--- config.mk ---
export PLATFORM = sky130hd
export DESIGN_NAME = pipe_stall_ctrl
export DESIGN_NICKNAME = d
export VERILOG_FILES = /design/src/rtl/pipe_stall_ctrl_pkg.sv /design/src/rtl/perf_counter.sv /design/src/rtl/pipe_stall_ctrl.sv
export SDC_FILE = /design/constraint.sdc
export NUM_CORES = 1
export LEC_CHECK = 0
export ABC_AREA = 0
export CORE_MARGIN = 2
export CORE_UTILIZATION = 46
export DETAILED_ROUTE_END_ITERATION = 7
export HOLD_SLACK_MARGIN = 0.06
export PLACE_DENSITY = 0.78
export SKIP_LAST_GASP = 1
export SLEW_MARGIN = 25
export SYNTH_ARGS = -nofsm -noshare
export SYNTH_HDL_FRONTEND = slang
export SYNTH_HIERARCHICAL = 1
export SYNTH_SLANG_ARGS = --single-unit
--- constraint.sdc ---
create_clock -name clk -period 2.6 [get_ports clk]
set_input_delay 0.65 -clock clk [delete_from_list [all_inputs] [get_ports clk]]
set_output_delay 0.65 -clock clk [all_outputs]
set_load 0.03 [all_outputs]
--- src/rtl/pipe_stall_ctrl_pkg.sv ---
// rtl/pipe_stall_ctrl_pkg.sv - shared pipeline types and constants for the stall controller
//
// Purpose : freeze FSM state encoding and the nop word loaded into flushed
//           pipeline registers.
// Ports   : none (package).
package pipe_stall_ctrl_pkg;

  typedef logic [1:0] state_t;

  localparam state_t ST_RUN     = 2'b00;
  localparam state_t ST_MD_WAIT = 2'b01;
  localparam state_t ST_HALT    = 2'b10;

  // Flushed IF/ID, ID/EX and EX/MEM registers hold this encoding (sll $0,$0,0).
  localparam logic [31:0] NOP_INSTR = 32'h0000_0000;

endpackage

--- src/rtl/perf_counter.sv ---
// rtl/perf_counter.sv - enabled free-running wrap-around event counter
//
// Purpose : counts cycles with i_en high, wrapping modulo 2^W.
// Ports   : clk   - rising-edge clock
//           rst_n - asynchronous active-low reset, clears the count
//           i_en  - count enable
//           o_cnt - current count
module perf_counter #(
  parameter int W = 32
) (
  input  logic         clk,
  input  logic         rst_n,
  input  logic         i_en,
  output logic [W-1:0] o_cnt
);

  logic [W-1:0] r_cnt;

  always_ff @(posedge clk or negedge rst_n) begin
    if (!rst_n) begin
      r_cnt <= '0;
    end else if (i_en) begin
      r_cnt <= r_cnt + W'(1);
    end
  end

  assign o_cnt = r_cnt;

endmodule

--- src/rtl/pipe_stall_ctrl.sv ---
// rtl/pipe_stall_ctrl.sv - freeze FSM producing pipeline enables, flushes and perf counters
//
// Purpose : arbitrates halt, mult/div occupancy, load-use stalls and taken
//           branches into per-stage enables/flushes for the 5-stage pipeline.
// Ports   : clk, rst_n     - clock and asynchronous active-low reset
//           is_stall       - load-use hazard for the instruction in ID
//           md_start       - mult/div entering EX (one-cycle pulse)
//           branch_taken   - branch/jump resolved taken in ID
//           halt_req       - break/halt decoded in ID
//           pc_en, if_id_en, id_ex_en             - register enables
//           if_id_flush, id_ex_flush, ex_mem_flush - clear-to-nop controls
//           md_busy, halted                       - status
//           stall_cnt, flush_cnt                  - performance counters
module pipe_stall_ctrl
  import pipe_stall_ctrl_pkg::*;
#(
  parameter int MD_LATENCY = 4,
  parameter int DELAY_SLOT = 1,
  parameter int CNT_W      = 32
) (
  input  logic             clk,
  input  logic             rst_n,
  input  logic             is_stall,
  input  logic             md_start,
  input  logic             branch_taken,
  input  logic             halt_req,
  output logic             pc_en,
  output logic             if_id_en,
  output logic             if_id_flush,
  output logic             id_ex_en,
  output logic             id_ex_flush,
  output logic             ex_mem_flush,
  output logic             md_busy,
  output logic             halted,
  output logic [CNT_W-1:0] stall_cnt,
  output logic [CNT_W-1:0] flush_cnt
);

  localparam int MD_W = (MD_LATENCY > 2) ? $clog2(MD_LATENCY) : 1;

  state_t          r_state;
  state_t          w_state_nxt;
  logic [MD_W-1:0] r_md_cnt;
  logic [MD_W-1:0] w_md_cnt_nxt;
  logic            w_stall_inc;

  always_ff @(posedge clk or negedge rst_n) begin
    if (!rst_n) begin
      r_state  <= ST_RUN;
      r_md_cnt <= '0;
    end else begin
      r_state  <= w_state_nxt;
      r_md_cnt <= w_md_cnt_nxt;
    end
  end

  always_comb begin
    pc_en        = 1'b1;
    if_id_en     = 1'b1;
    id_ex_en     = 1'b1;
    if_id_flush  = 1'b0;
    id_ex_flush  = 1'b0;
    ex_mem_flush = 1'b0;
    w_state_nxt  = r_state;
    w_md_cnt_nxt = r_md_cnt;

    case (r_state)
      ST_RUN: begin
        if (halt_req) begin
          pc_en       = 1'b0;
          if_id_en    = 1'b0;
          id_ex_en    = 1'b0;
          id_ex_flush = 1'b1;
          w_state_nxt = ST_HALT;
        end else begin
          // EX only freezes from the next cycle, so the issue cycle still
          // obeys the stall/branch rules below.
          if (md_start) begin
            w_state_nxt  = ST_MD_WAIT;
            w_md_cnt_nxt = MD_W'(MD_LATENCY - 1);
          end
          if (is_stall) begin
            // Branch operands in ID are stale during a load-use stall, so
            // branch_taken is deliberately ignored here.
            pc_en       = 1'b0;
            if_id_en    = 1'b0;
            id_ex_flush = 1'b1;
          end else if (branch_taken && (DELAY_SLOT == 0)) begin
            if_id_flush = 1'b1;
          end
        end
      end

      ST_MD_WAIT: begin
        // halt_req is not looked at here; it is picked up on the first RUN
        // cycle if ID still holds the break.
        pc_en        = 1'b0;
        if_id_en     = 1'b0;
        id_ex_en     = 1'b0;
        ex_mem_flush = 1'b1;
        w_md_cnt_nxt = r_md_cnt - MD_W'(1);
        if (r_md_cnt == MD_W'(1)) begin
          w_state_nxt = ST_RUN;
        end
      end

      ST_HALT: begin
        pc_en    = 1'b0;
        if_id_en = 1'b0;
        id_ex_en = 1'b0;
      end

      default: begin
        w_state_nxt = ST_RUN;
      end
    endcase
  end

  assign md_busy     = (r_state == ST_MD_WAIT);
  assign halted      = (r_state == ST_HALT);
  assign w_stall_inc = !pc_en && (r_state != ST_HALT);

  perf_counter #(.W(CNT_W)) u_stall_cnt (
    .clk   (clk),
    .rst_n (rst_n),
    .i_en  (w_stall_inc),
    .o_cnt (stall_cnt)
  );

  perf_counter #(.W(CNT_W)) u_flush_cnt (
    .clk   (clk),
    .rst_n (rst_n),
    .i_en  (if_id_flush),
    .o_cnt (flush_cnt)
  );

endmodule

## Word-level counts from Yosys, hierarchy flattened

Index checks and enable logic that the tools add are counted.

| word-level totals | value |
|---|---|
| logic and storage cells | 37 |
| bits in registers | 36 |
| output and inout port bits | 72 |

| operators by class | value |
|---|---|
| equal/unequal tests | 8 |
| multiplexer cells | 16 |
| bitwise operators | 1 |
| reductions and logical operators | 7 |
| $add $sub $neg | 2 |

Operators by type and width:

| kind | number |
|---|---|
| adder 32 x 1 -> 32 bit (second input constant) | 1 |
| 2-to-1 mux 2 bit | 5 |
| 2-to-1 mux 1 bit | 7 |
| inequality test 2 bit (second input constant) | 3 |
| case mux 2 bit (3 select lines) | 1 |
| AND reduction 3 bit | 2 |
| equality test 2 x 1 -> 1 bit (second input constant) | 2 |
| case mux 1 bit (2 select lines) | 2 |
| case mux 2 bit (2 select lines) | 1 |
| inequality test 3 bit (second input constant) | 1 |
| equality test 2 bit (second input constant) | 1 |
| zero test 2 bit | 1 |
| inequality test 2 x 1 -> 1 bit (second input constant) | 1 |
| nonzero test 2 bit | 1 |
| OR reduction 2 bit | 1 |
| subtractor 2 x 1 -> 2 bit (second input constant) | 1 |
| logical AND 1 bit | 1 |
| zero test 1 bit | 1 |
| NOT 1 bit | 1 |

## Longest topological paths before layout

Gate-level depths: netlist of the first run.

| logic depth | value |
|---|---|
| depth after elaboration | 5 |
| gate-level depth with buffers | 9 |
| mapped depth without buffers | 9 |

## Modules after synthesis

The synthesis of the first run kept the hierarchy.

By module, submodules not included:

| module | area an instance (um2) | sequential area each (um2) | cells each | instances |
|---|---|---|---|---|
| perf_counter | 1,448.9 | 800.8 | 123 | 2 |
| pipe_stall_ctrl | 364.1 | 100.1 | 36 | 1 |

## Worst setup path before layout of the first run

Ideal clock, no wire load.

| timing | value |
|---|---|
| path type | reg2reg |
| from | reg r_state[0] |
| to | reg u_stall_cnt.r_cnt[23], in the netlist u_stall_cnt/o_cnt[23] |
| arrival | 2,524 ps |
| buffers on the path | 0 |
| period minus slack after synthesis | 2,604 ps |
| library setup time | 80 ps |
| path slack | -4 ps |
| cell stages (with the launch flop) | 10 |
| cells stage by stage | dfrtp_1 > inv_1 > ha_1 > or3b_2 > o21ai_2 > nor2_1 > nand4_4 > or4_4 > nor4_2 > xor2_1 |

| between the ends | value |
|---|---|
| longest elaborated chain between the ends | 5 |
| elaborated cells on any way between the ends | 8 |
| classes of those cells | eq/ne: 3; mux: 1; reduce/logical: 4 |

Ends and longest elaborated chain:

| item | line | text |
|---|---|---|
| from (decl) | pipe_stall_ctrl.sv:41 | `state_t r_state;` |
| from (signal assigned) | pipe_stall_ctrl.sv:52 | `r_state <= w_state_nxt;` |
| equality test 2 x 1 -> 1 bit / equality test 2 bit (equally long branches) | -- |  |
| OR reduction 2 bit (no line) | -- |  |
| case mux 1 bit (2 select lines) * | -- |  |
| via if_id_en | pipe_stall_ctrl.sv:28 | `output logic if_id_en,` |
| zero test 1 bit * | pipe_stall_ctrl.sv:121 | `assign w_stall_inc = !pc_en && (r_state != ST_HALT);` |
| logical AND 1 bit * | pipe_stall_ctrl.sv:121 |  |
| via w_stall_inc | pipe_stall_ctrl.sv:45 | `logic w_stall_inc;` |
| to (signal assigned) | perf_counter.sv:23 | `r_cnt <= r_cnt + W'(1);` |
| to (decl) | perf_counter.sv:17 | `logic [W-1:0] r_cnt;` |

Mark *: on every way through the listed nets, which the timed path passes. The rest lies on a longest branch.
A chain may end at the register's enable or synchronous reset.

## Final worst setup path of the first run

| timing | value |
|---|---|
| from | reg r_state[1] |
| to | out ex_mem_flush |

| between the ends | value |
|---|---|
| longest elaborated chain between the ends | 2 |

Ends and longest elaborated chain:

| item | line | text |
|---|---|---|
| equality test 2 x 1 -> 1 bit | pipe_stall_ctrl.sv:67 | `case (r_state)` |
| 2-to-1 mux 1 bit | pipe_stall_ctrl.sv:67 |  |
| to (decl) | pipe_stall_ctrl.sv:32 | `output logic ex_mem_flush,` |

No other way between the ends.

==> results of run 1 <==
[layer usage]
metal | vias up | GRT usage | part of all wire
met3 | 5 | 0.0364 | 0.038
met4 | 0 | 0.0592 | 0.0095
met5 | - | 0 | 0
li1 | 1186 | - | -
met1 | 1201 | 0.248 | 0.46
met2 | 57 | 0.295 | 0.49
[registers in the layout, indices dropped and copies added (netlist names)]
name,cells
r_md_cnt,2
u_flush_cnt/o_cnt,32
r_state,2
u_stall_cnt/o_cnt,32
[layout make-up]
| type | count | area, µm² |
|---|---|---|
| sequential | 68 | 1700 |
| clock buffer | 12 | 165 |
| fill | 549 | 2410 |
| timing repair buffer | 85 | 823 |
| clock inverter | 4 | 22.5 |
| tap | 96 | 120 |
| inverter | 8 | 30.0 |
| multi-input combinational | 209 | 1560 |
[placed cells by master (no fill, tap or decap), drive strengths merged, types with 4 or more instances in the layout]
cell	count
nand3	18
conb	7
clkbuf	12
nand4	22
nor2	8
inv	8
buf	15
nand2	22
clkdlybuf4s50	70
nor3	10
nor4	12
ha	9
and4	8
and2	4
and3	8
dfrtp	68
xor2	24
xnor2	38
mux2i	5
[power by group through the flow]
stage / Combinational, mW / Sequential [mW] / Clock (mW)
3_3_place_gp: 1.26 / 1.41 / 0
6_report: 1.31 / 1.40 / 0.794
2_1_floorplan: 0.616 / 1.61 / 0
3_5_place_dp: 1.29 / 1.41 / 0
5_1_grt: 1.42 / 1.42 / 0.870
4_1_cts: 1.30 / 1.40 / 0.821
[metrics by stage]
step | hold WS (ns) | power, mW | TNS, ns
2_1_floorplan | 0.354 | 2.22 | 0
3_3_place_gp | 0.462 | 2.67 | -1.19
3_5_place_dp | 0.474 | 2.70 | -1.72
4_1_cts | 0.366 | 3.52 | 0
5_1_grt | 0.399 | 3.71 | -0.00205
6_report | 0.357 | 3.50 | 0
[cells in the mapped netlist]
master    number  area share
dfrtp_1       68        0.52
xnor2_1       38        0.10
xor2_1        24       0.064
nand2_1       22       0.025
nand4_1       20       0.038
nand3_1       18       0.028
nor3_1        10       0.015
ha_1           9       0.035
and3_1         8       0.015
inv_1          8      0.0092
nor2_1         8      0.0092
nor4_1         8       0.015
and4_1         6       0.016
mux2i_1        5       0.015
and2_1         4      0.0077
nor4_2         4       0.015
buf_4          3      0.0069
and4_2         2      0.0061
mux2_2         2      0.0069
nand4_4        2       0.013
nor2b_1        2      0.0038
nor3b_1        2      0.0046
or4_4          2      0.0069
a221oi_2       1      0.0046
conb_1         1      0.0011
mux2_1         1      0.0035
nand2b_1       1      0.0019
o21a_1         1      0.0023
o21ai_2        1      0.0027
or3b_2         1      0.0027
[kinds of logic (layout without fill, tap and decap cells)]
kind of cell,Yosys count,in the layout,share of synthesized area
other,1,7,0.00115
XOR/XNOR,62,62,0.166
adder cells (fa/ha/maj),9,9,0.0345
flip-flops,68,68,0.522
multiplexers,8,8,0.0257
AO/OA/AOI/OAI,3,3,0.00959
buffers and inverters,11,109,0.0161
AND/OR/NAND/NOR,120,120,0.225
[worst paths after layout]
check	start	to	depth (start not counted)
max	r_state[1]	ex_mem_flush	3
min	rst_n	u_stall_cnt/o_cnt[20]	1
max reg2reg	r_state[0]	u_stall_cnt/o_cnt[23]	9
min reg2reg	u_stall_cnt/o_cnt[31]	u_stall_cnt/o_cnt[31]	1
max in group asynchronous	rst_n	u_stall_cnt/o_cnt[27]	2
min in group clk	u_stall_cnt/o_cnt[31]	u_stall_cnt/o_cnt[31]	1
[worst max-delay path, stage by stage (launching register included)]
cell,delay (ns)
dfrtp_1,0.41
inv_2,0.12
ha_1,0.28
clkdlybuf4s50_1,0.71
==> run summary, run 1 <==
status -> finished, final reports clean
initial DRC count -> 116
Layout Cells excl Fill -> 482
Post-Synthesis Cells -> 282
net switching power of the design -> 1.30 mW
final worst setup slack -> 0.105 ns
leak pwr -> 1.95 nW
# clock sinks -> 68
Peak supply drop -> 0.000560 V
Critical Path Start Type -> flip-flop
CTS Buffer Depth -> 2
CORE AREA -> 6830 µm²
post-CTS sizing -> 3
Pwr Density -> 792 nW/µm²
synth unique cells -> 30
Vias/cell -> 5.08
post-route cell area -> 4420 µm²
Final Hold Fails -> 0
initial antenna violation count -> 0
clock share of power -> 0.227
Syn Area/Cell -> 11.6 µm²
vias -> 2,449
hpwl dp -> 4.96 mm
post-synthesis sequential area ratio -> 0.522
max cap viols -> 0
via count of the first global-routing pass -> 2,381
Die W -> 88.2 µm
Die Span Y -> 88.2 µm
worst path arrival time -> 1.85 ns
layout cells sized above 1 -> 0.135
Setup Fix Bufs, Post-CTS -> 0
Max Slew Vio Count -> 0
# IOs -> 78
Final Setup Violations -> 0
Port-buffer cells -> 75
Final min period -> 2.50 ns
die area -> 7780 µm²
synthesis-to-layout area growth -> 35.6%
largest net degree at the start of global routing -> 30
clock latency on the worst-skew pair -> 0.32 ns
Starting Density -> 0.477
n_diodes -> 0
GR Overflow Total -> 0
placed instance count -> 466
GRT Overall Usage -> 0.182
RD Place Congestion -> 0.830
placed cell area -> 4210 µm²
hold buffers post-CTS -> 0
Cell Area, Synth -> 3260 µm²
Worst-Margin Slew -> 0.816 ns
final period utilization -> 0.960
sequential power share -> 0.399
crit path kind -> reg2out
CTS tree -> yes
DR DRC count -> 0
worst min-delay path class -> in2async
reg2reg setup slack -> 0.18 ns
CP endpoint kind -> primary output
relative slew slack -> 0.451
worst slack at placement -> -0.201 ns
post-layout util -> 0.647
Logic pwr share -> 0.375
drt total wl -> 6.66 mm
CTS H-tree lvls -> 3
clock skew -> 0.00922 ns
Critical Path RT -> 1.95 ns
Detail Route Antenna Nets -> 0
Final #Nets -> 396
Max Fanout on Critical Path -> 5
router iterations before antenna repair -> 4
Yosys reg bits -> 68
synthesis warning total -> 6
switch share -> 0.372
Internal -> 2.20 mW
Root Driver -> clkbuf_8
first-pass GRT wire length -> 11.1 mm
drt wl/cell -> 13.8 µm
site row count -> 30
Clock transition at path regs -> 0.07 ns
Max Freq -> 401 MHz
CTS Buf Count -> 9
(Power assumes the default switching activity.)
==> run 2, diff against run 1 <==
- SETUP_SLACK_MARGIN: not set -> 0.05
==> run summary, run 2 (synthesis results as in run 1) <==
Die Span Y -> 88.2 µm (unchanged)
crit-path leading delay family -> buffers and inverters (unchanged)
Worst-Margin Slew -> 0.816 ns (unchanged)
area of the multi-input gates -> 1560 µm² (about the same)
commonest non-fill, non-tap cell in the layout -> clkdlybuf4s50_1 (unchanged)
CP Cell Sequence -> clkdlybuf4s50_1 > or3b_4 > o21ai_2 > buf_4 > buf_4 (was inv_2 > ha_1 > clkdlybuf4s50_1)
worst path arrival time -> 1.86 ns (was 1.85 ns)
drt wl/cell -> 13.8 µm (about the same)
Final Hold Fails -> 0 (unchanged)
CTS H-tree lvls -> 3 (unchanged)
Clock transition at path regs -> 0.07 ns (about the same)
Pwr Density -> 794 nW/µm² (was 792 nW/µm²)
DR DRC count -> 0 (unchanged)
clock share of power -> 0.226 (was 0.227)
switch share -> 0.372 (about the same)
layout cells sized above 1 -> 0.135 (unchanged)
unrepaired setup endpoints after global routing -> true
met3 Use GR -> 0.0364 (unchanged)
GR Overflow Total -> 0 (unchanged)
sequential power share -> 0.397 (was 0.399)
synthesis-to-layout area growth -> 35.7% (was 35.6%)
clock skew -> 0.00922 ns (unchanged)
# clock sinks -> 68 (unchanged)
RD Place Congestion -> 0.830 (unchanged)
max cap viols -> 0 (unchanged)
clock latency on the worst-skew pair -> 0.32 ns (about the same)
first-pass GRT wire length -> 11.1 mm (unchanged)
Max Freq -> 398 MHz (was 401 MHz)
Vias/cell -> 5.08 (unchanged)
met2 usage -> 0.295 (unchanged)
site row count -> 30 (unchanged)
GRT Overall Usage -> 0.182 (unchanged)
Root Driver -> clkbuf_8 (unchanged)
# IOs -> 78 (unchanged)
reg2reg setup slack -> 0.25 ns (was 0.18 ns)
Peak supply drop -> 0.000559 V (was 0.000560 V)
Die W -> 88.2 µm (unchanged)
Final min period -> 2.51 ns (was 2.50 ns)
Critical Path RT -> 1.95 ns (about the same)
router iterations before antenna repair -> 4 (unchanged)
Critical path buffers and inverters -> 3 (was 2)
largest net degree at the start of global routing -> 30 (unchanged)
hpwl dp -> 4.96 mm (unchanged)
net switching power of the design -> 1.31 mW (was 1.30 mW)
CORE AREA -> 6830 µm² (unchanged)
CTS tree -> yes (unchanged)
commonest cells after routing, fill and taps aside -> 70 x clkdlybuf4s50_1, 68 x dfrtp_1, 38 x xnor2_1 (unchanged)
crit path kind -> in2out (was reg2out)
hold_ws -> 0.357 ns (unchanged)
Internal -> 2.21 mW (was 2.20 mW)
n_diodes -> 0 (unchanged)
Critical Path Start Type -> primary input (was flip-flop)
fillcell total -> 548 (was 549)
initial DRC count -> 116 (unchanged)
GRT busiest layer -> met2 (unchanged)
initial antenna violation count -> 0 (unchanged)
final period utilization -> 0.966 (was 0.960)
Max Slew Vio Count -> 0 (unchanged)
via count of the first global-routing pass -> 2,381 (unchanged)
drt total wl -> 6.66 mm (about the same)
post-route cell area -> 4430 µm² (was 4420 µm²)
Logic pwr share -> 0.377 (was 0.375)
register area -> 1700 µm² (unchanged)
slowest stage cell, crit path -> clkdlybuf4s50_1 (unchanged)
CTS Buf Count -> 9 (unchanged)
hold buffers post-CTS -> 0 (unchanged)
Detail Route Antenna Nets -> 0 (unchanged)
placed cell area -> 4210 µm² (unchanged)
CTS Buffer Depth -> 2 (unchanged)
Setup Fix Bufs, Post-CTS -> 0 (unchanged)
CP endpoint kind -> primary output (unchanged)
die area -> 7780 µm² (unchanged)
max incr delay on CP -> 0.43 ns (was 0.71 ns)
Most Frequent Cell on Critical Path -> buf_4
worst min-delay path class -> in2async (unchanged)
relative slew slack -> 0.451 (unchanged)
post-layout util -> 0.648 (was 0.647)
grt met1 use -> 0.248 (unchanged)
Starting Density -> 0.477 (unchanged)
status -> finished, final reports clean (unchanged)
Final Setup Violations -> 0 (unchanged)
vias -> 2,449 (unchanged)
Max Fanout on Critical Path -> 2 (was 5)
leak pwr -> 1.95 nW (about the same)
Final #Nets -> 396 (unchanged)
Port-buffer cells -> 75 (unchanged)
[run 2: worst reg2reg max path: stages (launching register included)]
cell	delay, ns
dfrtp_1	0.39
inv_2	0.09
ha_4	0.18
or3b_4	0.22
o21ai_2	0.06
nor2_4	0.15
nand4_4	0.12
or4_4	0.56
nor4_2	0.34
xor2_1	0.17
[run 2: what timing repair did]
item / in CTS / in global routing
pin swaps: 0 / 0
endpoints found under the hold margin: 0 / 0
endpoints found under the setup margin: 2 / 5
gates resized for setup: 3 / 5
[run 2: path summary, 6_finish.rpt]
path / start / end / cells past startpoint
min in group clk: u_stall_cnt/o_cnt[31] / u_stall_cnt/o_cnt[31] / 1
min: rst_n / u_stall_cnt/o_cnt[20] / 1
max in group asynchronous: rst_n / u_stall_cnt/o_cnt[27] / 2
min reg2reg: u_stall_cnt/o_cnt[31] / u_stall_cnt/o_cnt[31] / 1
max: halt_req / if_id_en / 5
max reg2reg: r_state[0] / u_stall_cnt/o_cnt[23] / 9
[run 2: final cells by class]
type | instances | share of cell area
timing repair buffer | 85 | 0.186
clock buffer | 12 | 0.0373
clock inverter | 4 | 0.00509
tap | 96 | 0.0271
inverter | 8 | 0.00678
sequential | 68 | 0.384
multi-input combinational | 209 | 0.353
[run 2: power by group through the flow]
stage / Combinational, mW / Clock, mW / Sequential, mW
floorplan: 0.616 / 0 / 1.61
global placement: 1.26 / 0 / 1.41
detailed placement: 1.29 / 0 / 1.41
CTS: 1.30 / 0.821 / 1.40
global route: 1.43 / 0.870 / 1.42
finish: 1.32 / 0.794 / 1.40
[run 2: per-layer routing]
metal | share of wire | vias up
li1 | - | 1186
met1 | 0.46 | 1201
met2 | 0.49 | 57
met3 | 0.038 | 5
met4 | 0.0095 | 0
met5 | 0 | -
[run 2: per-stage QoR]
step | setup TNS [ns] | std cells | setup slack [ns] | power, mW
2_1_floorplan | 0 | 288 | 0.109 | 2.22
3_3_place_gp | -1.19 | 466 | -0.155 | 2.67
3_5_place_dp | -1.72 | 466 | -0.201 | 2.70
4_1_cts | 0 | 482 | 0.0425 | 3.52
5_1_grt | 0 | 482 | 0.0254 | 3.72
6_report | 0 | 482 | 0.0874 | 3.51
